===== config.mk =====
export PLATFORM = sky130hd
export DESIGN_NAME = gate_bist_ctrl_flat
export DESIGN_NICKNAME = d
export VERILOG_FILES = /design/src/rtl/gate_bist_ctrl_if.sv /design/src/rtl/gate_bist_ctrl.sv /design/src/flat_wrapper.sv
export SDC_FILE = /design/constraint.sdc
export NUM_CORES = 1
export LEC_CHECK = 0
export ABC_AREA = 0
export CORE_ASPECT_RATIO = 1.1
export CORE_MARGIN = 2
export CORE_UTILIZATION = 55
export CTS_CLUSTER_SIZE = 30
export DETAILED_ROUTE_END_ITERATION = 8
export PLACE_DENSITY = 0.84
export RECOVER_POWER = 25
export SKIP_CTS_REPAIR_TIMING = 1
export SLEW_MARGIN = 20
export SYNTH_ARGS = -nofsm -noshare
export SYNTH_HDL_FRONTEND = slang
export SYNTH_SLANG_ARGS = --single-unit

===== constraint.sdc =====
create_clock -name clk -period 5 [get_ports clk]
set_input_delay 1 -clock clk [delete_from_list [all_inputs] [get_ports clk]]
set_output_delay 1 -clock clk [all_outputs]
set_load 0.05 [all_outputs]

===== src/rtl/gate_bist_ctrl_if.sv =====
// Handshake and stimulus/response bundle between a BIST controller and its driver.
// The gate under test sits on a/b -> y_in.
interface gate_bist_ctrl_if;
  logic       start;
  logic [5:0] y_in;
  logic       a;
  logic       b;
  logic       busy;
  logic       done;
  logic       pass;
  logic [5:0] fail_mask;
  logic [4:0] err_count;
  logic [1:0] vec_idx;

  modport master (
    output start, y_in,
    input  a, b, busy, done, pass, fail_mask, err_count, vec_idx
  );

  modport slave (
    input  start, y_in,
    output a, b, busy, done, pass, fail_mask, err_count, vec_idx
  );
endinterface


===== src/rtl/gate_bist_ctrl.sv =====
// Exhaustive 2-input AND-gate BIST: walks {a,b} through 00..11, waits SETTLE cycles,
// compares six responses against a&b and accumulates sticky fail flags and an error count.
module gate_bist_ctrl #(
  parameter int SETTLE = 3
) (
  input logic           clk,
  input logic           rst,
  gate_bist_ctrl_if.slave bus
);

  typedef enum logic [2:0] {IDLE, APPLY, WAIT, SAMPLE, DONE} state_t;

  localparam logic [3:0] WAIT_INIT = (SETTLE > 0) ? 4'(SETTLE - 1) : 4'd0;

  state_t     st_q, st_d;
  logic [3:0] cnt_q, cnt_d;
  logic [1:0] vec_q, vec_d;
  logic [5:0] fm_q, fm_d;
  logic [4:0] ec_q, ec_d;
  logic [5:0] mism;
  logic       a_q, b_q, busy_q, done_q, pass_q;
  logic       active_d;

  function automatic logic [4:0] popcnt(input logic [5:0] v);
    logic [4:0] s;
    s = '0;
    for (int i = 0; i < 6; i++) s = s + 5'(v[i]);
    return s;
  endfunction

  // a_q/b_q are the vector actually on the gate, so they define the expected response.
  assign mism = bus.y_in ^ {6{a_q & b_q}};

  always_comb begin
    st_d  = st_q;
    cnt_d = cnt_q;
    vec_d = vec_q;
    fm_d  = fm_q;
    ec_d  = ec_q;
    case (st_q)
      IDLE, DONE: begin
        if (bus.start) begin
          st_d  = APPLY;
          vec_d = '0;
          fm_d  = '0;
          ec_d  = '0;
        end
      end
      APPLY: begin
        cnt_d = WAIT_INIT;
        st_d  = (SETTLE == 0) ? SAMPLE : WAIT;
      end
      WAIT: begin
        if (cnt_q == 4'd0) st_d = SAMPLE;
        else               cnt_d = cnt_q - 4'd1;
      end
      SAMPLE: begin
        fm_d = fm_q | mism;
        ec_d = ec_q + popcnt(mism);
        if (vec_q == 2'd3) begin
          st_d = DONE;
        end else begin
          vec_d = vec_q + 2'd1;
          st_d  = APPLY;
        end
      end
      default: st_d = IDLE;
    endcase
    active_d = (st_d == APPLY) || (st_d == WAIT) || (st_d == SAMPLE);
  end

  // Every output is registered from next-state values so it lines up with the state.
  always_ff @(posedge clk) begin
    if (rst) begin
      st_q   <= IDLE;
      cnt_q  <= '0;
      vec_q  <= '0;
      fm_q   <= '0;
      ec_q   <= '0;
      a_q    <= 1'b0;
      b_q    <= 1'b0;
      busy_q <= 1'b0;
      done_q <= 1'b0;
      pass_q <= 1'b0;
    end else begin
      st_q   <= st_d;
      cnt_q  <= cnt_d;
      vec_q  <= vec_d;
      fm_q   <= fm_d;
      ec_q   <= ec_d;
      a_q    <= active_d & vec_d[1];
      b_q    <= active_d & vec_d[0];
      busy_q <= active_d;
      done_q <= (st_d == DONE);
      pass_q <= (st_d == DONE) && (fm_d == 6'd0);
    end
  end

  assign bus.a         = a_q;
  assign bus.b         = b_q;
  assign bus.busy      = busy_q;
  assign bus.done      = done_q;
  assign bus.pass      = pass_q;
  assign bus.fail_mask = fm_q;
  assign bus.err_count = ec_q;
  assign bus.vec_idx   = vec_q;

endmodule

===== src/flat_wrapper.sv =====
// flat-port wrapper written by rule: the top's interface ports become plain ports
module gate_bist_ctrl_flat 
#(
  parameter int SETTLE = 3
)
  (clk, rst, bus_start, bus_y_in, bus_a, bus_b, bus_busy, bus_done, bus_pass, bus_fail_mask, bus_err_count, bus_vec_idx);
  gate_bist_ctrl_if bus_i ();
  input logic clk;
  input logic rst;
  input wire logic [$bits(bus_i.start)-1:0] bus_start;
  input wire logic [$bits(bus_i.y_in)-1:0] bus_y_in;
  output wire logic [$bits(bus_i.a)-1:0] bus_a;
  output wire logic [$bits(bus_i.b)-1:0] bus_b;
  output wire logic [$bits(bus_i.busy)-1:0] bus_busy;
  output wire logic [$bits(bus_i.done)-1:0] bus_done;
  output wire logic [$bits(bus_i.pass)-1:0] bus_pass;
  output wire logic [$bits(bus_i.fail_mask)-1:0] bus_fail_mask;
  output wire logic [$bits(bus_i.err_count)-1:0] bus_err_count;
  output wire logic [$bits(bus_i.vec_idx)-1:0] bus_vec_idx;
  assign bus_i.start = bus_start;
  assign bus_i.y_in = bus_y_in;
  assign bus_a = bus_i.a;
  assign bus_b = bus_i.b;
  assign bus_busy = bus_i.busy;
  assign bus_done = bus_i.done;
  assign bus_pass = bus_i.pass;
  assign bus_fail_mask = bus_i.fail_mask;
  assign bus_err_count = bus_i.err_count;
  assign bus_vec_idx = bus_i.vec_idx;
  gate_bist_ctrl #(.SETTLE(SETTLE)) u_core (.clk(clk), .rst(rst), .bus(bus_i));
endmodule

======== Word-level counts from Yosys, hierarchy flattened ========
Index checks and enable logic that the tools add are counted.
cells by class
  reduce and logical (&&, ||, !) cells .... 11
  muxes and demuxes ....................... 13
  equal/unequal tests ..................... 11
  $add $sub $neg .......................... 8
  bitwise operators ....................... 5
operator list
  kind                 number
  $add 5x1->5          4
  $eq 3x2->1 const B   4
  $pmux 3 s4           1
  $pmux 6 s2           1
  $pmux 5 s2           1
  $mux 3               3
  $pmux 4 s2           1
  $eq 3x1->1 const B   2
  $eq 3x3->1 const B   2
  $logic_not 6->1      1
  $mux 6               1
  $or 6x6->6           1
  $xor 6x6->6          1
  $add 5x5->5          1
  $mux 5               1
  $logic_not 4->1      1
  $mux 2               2
  $mux 4               1
  $ne 2x2->1 const B   2
  $pmux 2 s2           1
  $reduce_and 2->1     2
  $reduce_bool 2->1    2
  $sub 4x1->4 const B  1
  $and 1x1->1          3
  7 further kinds      8
storage, ports and cells
  bits of input ports ..................... 9
  output and inout bits ................... 18
  word-level logic and storage cells ...... 58
  register bits ........................... 25

======== Longest topological paths before layout ========
Gate-level depths: netlist of the first run.
  word-level depth ........................ 9
  depth in mapped cells ................... 10
  gate-level depth less buffers ........... 10

======== Worst setup path before layout of the first run ========
No wires, ideal clock.
  kind .................................... flip-flop to flip-flop
  from .................................... register u_core.b_q (netlist: u_core.bus.b)
  to ...................................... register u_core.ec_q[4] (netlist: u_core.bus.err_count[4])
  setup slack ............................. 1.548 ns
  cell stages (with the launch flop) ...... 11
  clock period less this slack ............ 3.452 ns
  buffers on the path ..................... 0
  library setup time ...................... 0.142 ns
  arrival ................................. 3.310 ns
  required time ........................... 4.858 ns
  cell sequence ........................... dfxtp_1 > nand2_1 > xnor2_1 > fa_1 > fa_1 > ha_1 > fa_1 > a21o_1 > a21oi_1 > or3_1 > o21ai_0
between the ends
  cells in the longest elaborated chain, start to end .. 9
RTL lines
  what                       RTL line              text
  start: declaration         gate_bist_ctrl.sv:21  logic a_q, b_q, busy_q, done_q, pass_q;
  start signal: assignment   gate_bist_ctrl.sv:92  b_q <= active_d & vec_d[0];
  $and 1x1->1 (*)            gate_bist_ctrl.sv:32  assign mism = bus.y_in ^ {6{a_q & b_q}};
  $xor 6x6->6 (*)            gate_bist_ctrl.sv:32
  $add 1x1->2                gate_bist_ctrl.sv:27  for (int i = 0; i < 6; i++) s = s + 5'(v[i]);
  $add 5x1->5 (3 in series)  gate_bist_ctrl.sv:27
  $add 5x1->5 (*)            gate_bist_ctrl.sv:27
  $add 5x5->5 (*)            gate_bist_ctrl.sv:59  ec_d = ec_q + popcnt(mism);
  $pmux 5 s2 (*)             gate_bist_ctrl.sv:40  case (st_q)
  end signal: assignment     gate_bist_ctrl.sv:79  ec_q <= '0;
  end signal: assignment     gate_bist_ctrl.sv:90  ec_q <= ec_d;
  end: declaration           gate_bist_ctrl.sv:19  logic [4:0] ec_q, ec_d;
Mark *: on every way between the ends. The rest lies on a longest branch, timed or not.
A chain may end at the register's enable or synchronous reset.

======== Worst setup path in the final report of the first run ========
  from .................................... input bus_y_in[1]
  to ...................................... register u_core.ec_q[4] (netlist: u_core.bus.err_count[4])
between the ends
  cells in the longest elaborated chain, start to end .. 8
RTL lines
  what                       RTL line              text
  start: declaration         flat_wrapper.sv:11    input wire logic [$bits(bus_i.y_in)-1:0] bus_y_in;
  $xor 6x6->6                gate_bist_ctrl.sv:32
  $add 1x1->2                gate_bist_ctrl.sv:27
  $add 5x1->5 (4 in series)  gate_bist_ctrl.sv:27
  $add 5x5->5                gate_bist_ctrl.sv:59
  $pmux 5 s2                 gate_bist_ctrl.sv:40
Every way passes these cells.

==> results list, run 1 <==
* Result of the run: finished, final reports clean
* Setup TNS after final layout: 0 ns
* # IOs: 27
- Among all cell types in the netlist, the one instantiated most often is sky130_fd_sc_hd__dfxtp_1.
- Hold path startpoint: u_core.bus.err_count[4]$_SDFFE_PP0P_
* Placer's final routability congestion estimate: 0.810
* Count of max-cap constraint violations: 0
- In the final layout, the multi-input gates occupy 842 um2.
- Detailed routing placed a total of 114 um of wire on met3.
- The number of nets in the synthesized netlist is 171.
- OpenSTA, run right after detailed placement, puts the worst setup slack at 1.01 ns.
- Along the worst hold path, the cell count comes to 1.
- Along the worst path, the maximum fanout reaches 6.
- Area of the core region: 2470 um2
* Worst-margin pin slew: 0.613 ns
- Final setup violation count: 0
* Core utilization of the finished layout: 0.680
- The initialized floorplan defines 19 standard-cell rows.
- Number of enable-type register cells in the synthesized netlist: 0
* Min Tclk post-route: 3.63 ns
- Leading cell types by total area after synthesis: sky130_fd_sc_hd__dfxtp_1 36%, sky130_fd_sc_hd__ha_1 8.0%, sky130_fd_sc_hd__nor2_1 6.2%
- For this configuration, the core starts out at a cell density of 0.567.
- Lkg Pwr: 0.660 nW
* Worst Setup End Kind: flip-flop
- Reg-to-reg critical path startpoint: u_core.bus.b$_SDFF_PP0_
- The internal portion of the total power is 352 uW.
* Min-Delay Endpoint: u_core.bus.err_count[4]$_SDFFE_PP0P_
* Area fraction of the dominant cell type after synthesis: 0.357
* Part of the power in combinational logic: 0.377
- The number of different library cells used by synthesis comes to 44.
- Final Non-Filler Cells: 203
- The cell area that synthesis handed to floorplanning was 1400 um2.
- TritonCTS built the clock tree.
- H-tree levels: 1
* Die boundary height: 57.0 um
* Drc violations: 0
* First-pass GRT wire length: 4890 um
- Most frequent cells after synthesis: 25 x sky130_fd_sc_hd__dfxtp_1, 23 x sky130_fd_sc_hd__nor2_1, 14 x sky130_fd_sc_hd__a21oi_1
- In the final design database the tool counted 194 nets.
- The path class of the tightest hold or removal check is reg2reg.
- Instance count of the mapped netlist: 150
- Number of filler cells placed in the layout: 209
- GRT Residual Overflow: 0
- For this run, the detailed router's first-pass iteration total came to 4.
- Worst setup SP type: primary input
- Length in cells of the worst reg-to-reg path: 10
- Initial DRC Count: 23
- DIE WIDTH: 52.2 um
- Timing-limited maximum frequency: 275 MHz
* Fraction of final layout cells sized beyond drive strength 1: 0.0814
* Initial antenna violation count: 0
* Synthesis warning total: 0
- Final-layout worst hold slack: 0.496 ns
- Period utilisation layout: 0.726
* Post-synth top area cell: sky130_fd_sc_hd__dfxtp_1
- The share of total power dissipated in sequential elements is 0.453.
- The wire-length estimate of the detail-placed layout is 2190 um.
- Counting flops and latches in the post-synthesis netlist gives 25.
* Commonest register cell after synthesis: sky130_fd_sc_hd__dfxtp_1
- Via count of the first global-routing pass: 1163
- Data on the critical path is required at its endpoint by 5.23 ns.
- Maximum number of pins on one net before global-route repair: 20
- DRT met1 WL: 1280 um
- Setup slack on the worst reg-to-reg path comes out at 1.77 ns.
- Using the TritonRoute via totals, the vias-per-cell ratio works out to 5.79.
- Synth Area per Inst: 9.35 um2
* Clock transition at path regs: 0.14 ns
- In the final layout, flip-flops and latches occupy 500 um2.
- STA puts the critical path data arrival time at 3.86 ns.
- In this run the remaining antenna-violating nets after routing total 0.
- Highest routed layer: met4
- Across all layers, the routed design uses 1175 vias.
* Total clock sinks: 25
- Max Buffers Root-to-Sink: 2
- Antenna Diode Count: 0
- CTS placed an instance of sky130_fd_sc_hd__clkbuf_4 at the clock tree root.
- Between clock sinks in the finished design, the worst skew comes to 0.00334 ns.
- The final count of pins violating max slew was 0.
* Length of routed met2 wiring: 1470 um
- Die area: 2970 um2
- Post-synthesis sequential area ratio: 0.357
- Clock share of power: 0.170
- Area delta synth->final: 19.8%
- In the global route stage, overall resource usage came out at 0.211.
* Type of the setup path with the least slack: in2reg
* Pwr per Cell Area: 329 nW/um2
* Critical register-to-register path endpoint: u_core.bus.err_count[4]$_SDFFE_PP0P_
* Fin. Hold Viols: 0
* Switching power summed over all nets: 200 uW
- In the final routed layout, each cell accounts on average for 14.2 um.
- Buffers inserted during clock tree synthesis total 3.
* Number of cells in the design after placement: 199
- Sw Share: 0.362
- RSZ-0062 raised after global routing: false
- The worst pin sits at a relative slew slack of 0.590.
- In this run the tool buffered the top-level ports with 26 buffer cells.
- Worst setup slack after layout: 1.37 ns
* Worst voltage drop across the vdd grid: 0.000289 V
- At the later pin of the worst-skew pair, clock insertion delay measures 0.33 ns.
* Proportion of register bits with asynchronous set or reset after synthesis: 0
- The routed design has 2880 um of wire.
==> power by group through the flow <==
stage	sequential, mW	combinational (mW)	clock, mW
2_1_floorplan	0.252	0.170	0
3_3_place_gp	0.253	0.199	0
3_5_place_dp	0.255	0.208	0
4_1_cts	0.250	0.210	0.0953
5_1_grt	0.254	0.232	0.102
6_report	0.250	0.208	0.0939
==> worst max-delay path by stage <==
stage	from	to	slack, ns	cells past startpoint
6_report	bus_y_in[1]	u_core.bus.err_count[4]$_SDFFE_PP0P_	1.37	10
5_1_grt	bus_y_in[4]	u_core.bus.err_count[4]$_SDFFE_PP0P_	1.18	10
4_1_cts	bus_y_in[0]	u_core.bus.err_count[4]$_SDFFE_PP0P_	1.38	10
3_5_place_dp	bus_y_in[1]	u_core.bus.err_count[4]$_SDFFE_PP0P_	1.01	10
3_3_place_gp	bus_y_in[4]	u_core.bus.err_count[4]$_SDFFE_PP0P_	1.08	10
2_1_floorplan	u_core.bus.b$_SDFF_PP0_	u_core.bus.err_count[4]$_SDFFE_PP0P_	1.55	10
==> cell type report <==
cell class	instances	area share
Clock buffer	3	0.0134
Clock inverter	1	0.00298
Inverter	3	0.00670
Multi-Input combinational cell	114	0.501
Sequential cell	25	0.298
Tap cell	31	0.0231
Timing Repair Buffer	26	0.155
==> kinds of logic (layout without fill, tap and decap cells) <==
kind of cell / after synthesis / in the layout / share of synthesized area
AND/OR/NAND/NOR: 59 / 59 / 0.250
AO/OA/AOI/OAI: 31 / 31 / 0.137
flip-flops: 25 / 25 / 0.357
adder cells (fa/ha/maj): 12 / 12 / 0.123
XOR/XNOR: 11 / 11 / 0.0821
buffers and inverters: 11 / 33 / 0.0428
multiplexers: 1 / 1 / 0.00803
==> through the flow <==
stage / instance area, um2 / total power, mW
2_1_floorplan: 1400 / 0.422
3_3_place_gp: 1650 / 0.452
3_5_place_dp: 1650 / 0.463
4_1_cts: 1680 / 0.556
5_1_grt: 1680 / 0.588
6_report: 1680 / 0.553
==> cell usage in the layout (no fill, tap or decap), types with 2 or more instances in the layout <==
cell type and count:
sky130_fd_sc_hd__nand4_1 2, sky130_fd_sc_hd__dlygate4sd3_1 2, sky130_fd_sc_hd__clkdlybuf4s50_1 24, sky130_fd_sc_hd__ha_1 9
sky130_fd_sc_hd__clkbuf_4 3, sky130_fd_sc_hd__fa_1 3, sky130_fd_sc_hd__o21ai_0 4, sky130_fd_sc_hd__nor2b_1 2
sky130_fd_sc_hd__nand2_1 3, sky130_fd_sc_hd__or3_1 2, sky130_fd_sc_hd__nor4_1 3, sky130_fd_sc_hd__xor2_1 2
sky130_fd_sc_hd__a22oi_1 3, sky130_fd_sc_hd__nor2_1 23, sky130_fd_sc_hd__nor3b_1 4, sky130_fd_sc_hd__dfxtp_1 25
sky130_fd_sc_hd__a21oi_1 14, sky130_fd_sc_hd__nor3_1 4, sky130_fd_sc_hd__nand3_1 4, sky130_fd_sc_hd__a21o_1 2
sky130_fd_sc_hd__inv_1 3, sky130_fd_sc_hd__xnor2_1 8
==> state kept, by name (all words and copies together), names as in the netlist <==
register	flops
u_core.st_q	3
u_core.bus.a	1
u_core.bus.err_count	5
u_core.bus.pass	1
u_core.bus.done	1
u_core.bus.vec_idx	2
u_core.bus.b	1
u_core.cnt_q	4
u_core.bus.busy	1
u_core.bus.fail_mask	6
==> layer usage <==
metal  global-route usage  up-vias
met2                0.373       28
li1                     -      584
met3               0.0497        2
met4               0.0403        0
met1                0.262      561
met5                    0        -
==> critical path, stage by stage <==
cell and delay [ns]:
sky130_fd_sc_hd__clkdlybuf4s50_1 0.60, sky130_fd_sc_hd__xor2_1 0.21, sky130_fd_sc_hd__fa_1 0.45, sky130_fd_sc_hd__fa_1 0.44
sky130_fd_sc_hd__ha_1 0.22, sky130_fd_sc_hd__fa_1 0.40, sky130_fd_sc_hd__a21o_1 0.19, sky130_fd_sc_hd__a21oi_1 0.17
sky130_fd_sc_hd__or3_1 0.12, sky130_fd_sc_hd__o21ai_0 0.06
Note: power is estimated with default switching activity, not from simulation.
==> run 2, diff against run 1 <==
--- a/config.mk
+++ b/config.mk
@@ -8,10 +8,10 @@
 export ABC_AREA = 0
 export CORE_ASPECT_RATIO = 1.1
 export CORE_MARGIN = 2
-export CORE_UTILIZATION = 55
+export CORE_UTILIZATION = 51
 export CTS_CLUSTER_SIZE = 30
 export DETAILED_ROUTE_END_ITERATION = 8
-export PLACE_DENSITY = 0.84
+export PLACE_DENSITY = 0.79
 export RECOVER_POWER = 25
 export SKIP_CTS_REPAIR_TIMING = 1
 export SLEW_MARGIN = 20
==> constraint.sdc (replaced) <==
create_clock -name clk -period 3.6 [get_ports clk]
set_input_delay 0.72 -clock clk [delete_from_list [all_inputs] [get_ports clk]]
set_output_delay 0.72 -clock clk [all_outputs]
set_load 0.05 [all_outputs]
==> results list, run 2 (synthesis gave the netlist of run 1 again) <==
* RSZ-0062 raised after global routing: false
* DIE WIDTH: 54 um (+3.5%)
- The worst hold path begins at u_core.bus.err_count[4]$_SDFFE_PP0P_.
- The count of inserted antenna diode cells came to 0 (unchanged).
- Global Route Usage Sum: 0.204 (-0.00663)
- Clock buffer count from CTS: 3 (unchanged)
- The area of the core is 2570 um2 (+3.8%).
- The accumulated negative setup slack came to 0 ns (unchanged).
- The detail-routed via count per cell is 5.61 (-3.1%).
* Timing-limited maximum frequency: 300 MHz
- Period utilisation layout: 0.926
- The logic depth of the worst register-to-register path came to 10 (unchanged).
- Cells on Worst Hold Path: 1 (unchanged)
* Initial antenna violation count: 0 (unchanged)
* Number of routed nets with antenna violations: 0 (unchanged)
* Final-layout worst hold slack: 0.493 ns (-0.00279 ns)
- The flow ran to the end, and the final reports show no timing, DRC or antenna violations.
- The pin count of the biggest net entering global routing came to 20 (unchanged).
- The worst path needs 3.33 ns of the cycle, external delays included.
* Drc violations: 0 (unchanged)
- The violation count after the first detailed-route iteration came to 18 (-22%).
- The count of endpoints failing hold in the final timing report was 0 (unchanged).
- The clock transition at the register clock pins on the worst setup and hold paths after CTS came to 0.14 ns (about the same).
- Critical register-to-register path endpoint: u_core.bus.err_count[4]$_SDFFE_PP0P_
- Type of the setup path with the least slack: in2reg
* Arrival time at the worst endpoint: 3.54 ns (-0.32 ns)
- Count of max-cap constraint violations: 0 (unchanged)
- H-tree levels: 1 (unchanged)
- Min-Delay Endpoint: u_core.bus.err_count[4]$_SDFFE_PP0P_
* Initial standard-cell utilization of the core: 0.546 (-0.0210)
- Most frequent standard cell in the layout excluding fill and tap cells: sky130_fd_sc_hd__dfxtp_1
- The filler cell count came to 218 (+4.3%).
- Worst setup SP type: primary input
* Layout Nets: 199 (+2.6%)
- In this run the critical register-to-register path is launched from u_core.bus.b$_SDFF_PP0_.
- Total clock sinks: 25 (unchanged)
* Worst-margin pin slew: 0.601 ns (-0.0117 ns)
- Fraction of final layout cells sized beyond drive strength 1: 0.107 (+0.0259)
- Max Buffers Root-to-Sink: 2 (unchanged)
* GRT Residual Overflow: 0 (unchanged)
- Worst min path class: reg2reg
- TritonCTS clock tree: built
- The total setup violations reported at the end of the flow was 0 (unchanged).
- The y dimension of the die was 59 um (+3.6%).
- Commonest non-fill, non-tap cells in the layout: 25 x sky130_fd_sc_hd__dfxtp_1, 24 x sky130_fd_sc_hd__clkdlybuf4s50_1, 23 x sky130_fd_sc_hd__nor2_1
* Area delta synth->final: 22.5%
* Via total after detailed routing: 1167 (-0.68%)
- The worst endpoint required time came to 3.81 ns (-1.42 ns).
* Remaining max-slew budget at the tightest pin: 0.598 (+0.00786)
- The via count of the first global-routing pass was 1163 (unchanged).
- Biggest fanout along the worst timing path: 3 (-3)
- Routed length per placed instance: 13.9 um (-2.1%)
* Pwr per Cell Area: 446 nW/um2 (+36%)
- The minimum setup slack among reg-to-reg paths came to 0.55 ns (-1.22 ns).
- Cell chosen for the clock root: sky130_fd_sc_hd__clkbuf_4
- The detailed-router iteration count before antenna repair was 4 (unchanged).
- The placer's final routability congestion estimate is 0.835 (+3.1%).
- The worst clock skew is 0.00240 ns (-0.000936 ns).
- The number of top-level pins came to 27 (unchanged).
- The area of the die is 3190 um2 (+7.2%).
- Detailed-placement wirelength estimate: 2220 um (+1.3%)
* Lkg Pwr: 0.683 nW (+3.6%)
- Max reg flops: 6 (unchanged)
* Worst Setup End Kind: flip-flop
- Standard-cell rows: 19 (unchanged)
- The sum of routed wire length over all layers was 2890 um (+0.28%).
* Number of max-slew violations in the final report: 0 (unchanged)
- The number of port buffers was 26 (unchanged).
- The highest ir drop seen on vdd came to 0.000295 V (+2.0%).
* Later-pin clock latency in the skew report: 0.31 ns (-0.02 ns)
- The wire length of the first global-routing pass was 4850 um (-0.86%).
run 2: layout make-up:
type | instances | area [um2] | area share
multi-input cells | 114 | 842 | 0.490
flip-flops and latches | 25 | 500 | 0.291
repair buffers | 31 | 298 | 0.173
well taps | 31 | 38.8 | 0.0226
clock buffers | 3 | 22.5 | 0.0131
inverters | 3 | 11.3 | 0.00655
clock inverters | 1 | 5.00 | 0.00291
run 2: report_power, final:
part / switching (mW) / internal [mW] / total (mW)
clock network: 0.0817 / 0.0414 / 0.123
logic: 0.145 / 0.148 / 0.293
registers: 0.0455 / 0.304 / 0.350
total: 0.272 / 0.493 / 0.766
run 2: worst max path at each step:
stage | from | to | slack, ns | cells past startpoint
3_5_place_dp | bus_y_in[2] | u_core.bus.err_count[4]$_SDFFE_PP0P_ | -0.10 | 10
3_3_place_gp | bus_y_in[4] | u_core.bus.err_count[4]$_SDFFE_PP0P_ | -0.03 | 10
5_1_grt | bus_y_in[2] | u_core.bus.err_count[4]$_SDFFE_PP0P_ | 0.15 | 10
2_1_floorplan | u_core.bus.b$_SDFF_PP0_ | u_core.bus.err_count[4]$_SDFFE_PP0P_ | 0.15 | 10
4_1_cts | bus_y_in[2] | u_core.bus.err_count[4]$_SDFFE_PP0P_ | 0.26 | 10
6_report | bus_y_in[2] | u_core.bus.err_count[4]$_SDFFE_PP0P_ | 0.27 | 10
run 2: worst max-delay path, stage by stage:
cell and delay, ns:
sky130_fd_sc_hd__clkdlybuf4s50_1 0.47, sky130_fd_sc_hd__xnor2_1 0.29, sky130_fd_sc_hd__fa_1 0.48, sky130_fd_sc_hd__fa_1 0.44, sky130_fd_sc_hd__ha_1 0.22, sky130_fd_sc_hd__fa_1 0.39, sky130_fd_sc_hd__a21o_1 0.19, sky130_fd_sc_hd__a21oi_1 0.17
sky130_fd_sc_hd__or3_1 0.12, sky130_fd_sc_hd__o21ai_0 0.06
run 2: per-stage QoR:
stage	cell area (um2)	utilization	power (mW)	cells	setup WS, ns
floorplan	1400	-	0.586	150	0.148
global placement	1690	0.658	0.636	204	-0.0257
detailed placement	1690	0.658	0.649	204	-0.103
CTS	1720	0.669	0.775	208	0.256
global route	1720	0.669	0.819	208	0.146
finish	1720	0.669	0.766	208	0.268
run 2: metal layers:
| layer | GRT usage | vias to the layer above | routed length (um) |
|---|---|---|---|
| met5 | 0 | - | 0 |
| met1 | 0.255 | 549 | 1340 |
| met4 | 0.0786 | 0 | 23 |
| met2 | 0.352 | 27 | 1440 |
| li1 | - | 589 | - |
| met3 | 0.0278 | 2 | 92 |
==> run 3, diff against run 2 <==
--- a/config.mk
+++ b/config.mk
@@ -8,10 +8,11 @@
 export ABC_AREA = 0
 export CORE_ASPECT_RATIO = 1.1
 export CORE_MARGIN = 2
-export CORE_UTILIZATION = 51
+export CORE_UTILIZATION = 53
+export CTS_BUF_LIST = sky130_fd_sc_hd__clkbuf_2
 export CTS_CLUSTER_SIZE = 30
 export DETAILED_ROUTE_END_ITERATION = 8
-export PLACE_DENSITY = 0.79
+export PLACE_DENSITY = 0.81
 export RECOVER_POWER = 25
 export SKIP_CTS_REPAIR_TIMING = 1
 export SLEW_MARGIN = 20
==> results list, run 3 (synthesis gave the netlist of run 1 again) <==
- Aggregate routed wire length: 2910 um (+0.59%)
- Worst setup slack before clock tree synthesis: -0.125 ns (-0.0228 ns)
- Drc violations: 0 (unchanged)
- DIE WIDTH: 53.1 um (-1.8%)
* Antenna Diode Count: 0 (unchanged)
- Fin. Hold Viols: 0 (unchanged)
* Result of the run: finished, final reports clean
- Drt via density: 5.72 (+2.0%)
- TritonCTS clock tree: built
* IO Port Bufs: 26 (unchanged)
- Max reg flops: 6 (unchanged)
* Number of search-and-repair iterations in the first detailed-routing pass: 4 (unchanged)
- Placer's final routability congestion estimate: 0.823 (-1.5%)
* Biggest fanout along the worst timing path: 3 (unchanged)
* Initial DRC Count: 20 (+2)
* Global Route Usage Sum: 0.210 (+0.00542)
- The worst slack on hold paths came to 0.504 ns (+0.0113 ns).
- CP Data Required Time: 3.87 ns (+0.06 ns)
- The number of nets in the layout is 197 (-1.0%).
- Signal routing reaches up to met4.
* Area of the core region: 2500 um2 (-2.8%)
- The number of antenna violations at the first check in global routing was 0 (unchanged).
- The static leakage power was 0.669 nW (-2.1%).
* Routed length per placed instance: 14.1 um (+1.6%)
- The wire length of the first global-routing pass was 4770 um (-1.7%).
* Via total after detailed routing: 1179 (+1.0%)
- Layout Skew: 0.00132 ns (-0.00108 ns)
* RSZ-0062 raised after global routing: false
- Type of the setup path with the least slack: in2reg
* Clock buffer count from CTS: 3 (unchanged)
* Min Tclk post-route: 3.37 ns (+0.0357 ns)
* Met3 routed wirelength: 118 um (+28%)
- The final count of pins violating max slew was 0 (unchanged).
- The number of max-cap violations is 0 (unchanged).
- The total setup violations reported at the end of the flow was 0 (unchanged).
* Die boundary height: 58.0 um (-1.8%)
- DRT met1 WL: 1250 um (-6.6%)
- Worst Setup End Kind: flip-flop
- Fraction of final layout cells sized beyond drive strength 1: 0.0971 (-0.0102)
- Cell chosen for the clock root: sky130_fd_sc_hd__clkbuf_2
* Detailed-placement wirelength estimate: 2240 um (+1.2%)
- Via count of the first global-routing pass: 1115 (-4.1%)
- The area of the die was 3070 um2 (-3.5%).
- The worst hold path belongs to the class reg2reg.
- # IOs: 27 (unchanged)
- The critical path arrival was 3.64 ns (+0.10 ns).
- The number of sinks on the clock net was 25 (unchanged).
- Worst setup slack after layout: 0.232 ns (-0.0357 ns)
* Standard-cell rows: 19 (unchanged)
- PnR Total Power: 753 uW (-1.7%)
- Commonest non-fill, non-tap cells in the layout: 25 x sky130_fd_sc_hd__clkdlybuf4s50_1, 25 x sky130_fd_sc_hd__dfxtp_1, 23 x sky130_fd_sc_hd__nor2_1
- H-tree levels: 1 (unchanged)
* Initial standard-cell utilization of the core: 0.562 (+0.0156)
- The overflow left after global routing is 0 (unchanged).
- The post-placement cell area came to 1680 um2 (-0.89%).
- Area delta synth->final: 21.1%
- The highest clock frequency the design can meet came to 297 MHz (-1.1%).
- The pin count of the biggest net entering global routing came to 20 (unchanged).
- Max Buffers Root-to-Sink: 2 (unchanged)
- Length of routed met2 wiring: 1460 um (+1.9%)
- Number of routed nets with antenna violations: 0 (unchanged)
- Worst-margin pin slew: 0.632 ns (+0.0310 ns)
* Remaining max-slew budget at the tightest pin: 0.577 (-0.0208)
* Clock transition at path regs: 0.23 ns (+0.09 ns)
* Later-pin clock latency in the skew report: 0.35 ns (+0.04 ns)
* Post-layout instance area: 1700 um2 (-1.2%)
- Worst setup SP type: primary input
- Worst voltage drop across the vdd grid: 0.000388 V (+32%)
* Pwr per Cell Area: 443 nW/um2 (-0.52%)
- The post-route fraction of the period consumed by the critical path is 0.936 (+0.00993).
run 3: changes by cell type in the layout (fill, tap and decap cells not counted), sizes merged:
cell           change
buf                -2
clkdlybuf4s50      +1
clkinv             -1
clkinvlp           +1
dlygate4sd3        -1
run 3: report_power, final:
part           internal, mW  leakage, nW  total [mW]  switching [mW]
combinational         0.146        0.453       0.292           0.146
sequential            0.305        0.203       0.350          0.0450
clock                0.0258       0.0126       0.111          0.0850
total                 0.476        0.669       0.753           0.276
run 3: area by class of cell:
| type | instances | area, um2 |
|---|---|---|
| repair buffers | 29 | 283 |
| fillers | 208 | 798 |
| well taps | 31 | 38.8 |
| flip-flops and latches | 25 | 500 |
| clock buffers | 3 | 15.0 |
| inverters | 3 | 11.3 |
| clock inverters | 1 | 7.51 |
| multi-input cells | 114 | 842 |
run 3: final timing paths:
path	end	slack [ns]	start	depth (start not counted)
max	u_core.bus.err_count[4]$_SDFFE_PP0P_	0.23	bus_y_in[4]	10
min	u_core.bus.err_count[4]$_SDFFE_PP0P_	0.50	u_core.bus.err_count[4]$_SDFFE_PP0P_	1
max reg2reg	u_core.bus.err_count[4]$_SDFFE_PP0P_	0.28	u_core.bus.b$_SDFF_PP0_	10
min reg2reg	u_core.bus.err_count[4]$_SDFFE_PP0P_	0.50	u_core.bus.err_count[4]$_SDFFE_PP0P_	1
run 3: metrics by stage:
stage	instances	utilization	setup TNS, ns
6_report	206	0.680	0
5_1_grt	206	0.680	0
4_1_cts	206	0.680	0
3_5_place_dp	202	0.671	-0.125
3_3_place_gp	202	0.671	-0.0498
2_1_floorplan	150	-	0
run 3: critical path, cell delays in order:
cell and delay, ns:
sky130_fd_sc_hd__clkdlybuf4s50_1 0.47, sky130_fd_sc_hd__xnor2_1 0.36, sky130_fd_sc_hd__fa_1 0.47, sky130_fd_sc_hd__fa_1 0.44, sky130_fd_sc_hd__ha_1 0.22, sky130_fd_sc_hd__fa_1 0.41
sky130_fd_sc_hd__a21o_1 0.20, sky130_fd_sc_hd__a21oi_1 0.17, sky130_fd_sc_hd__or3_1 0.12, sky130_fd_sc_hd__o21ai_0 0.06
run 3: per-layer routing:
layer | vias up | GRT usage
li1 | 584 | -
met3 | 7 | 0.0361
met4 | 0 | 0.106
met5 | - | 0
met2 | 25 | 0.364
met1 | 563 | 0.244
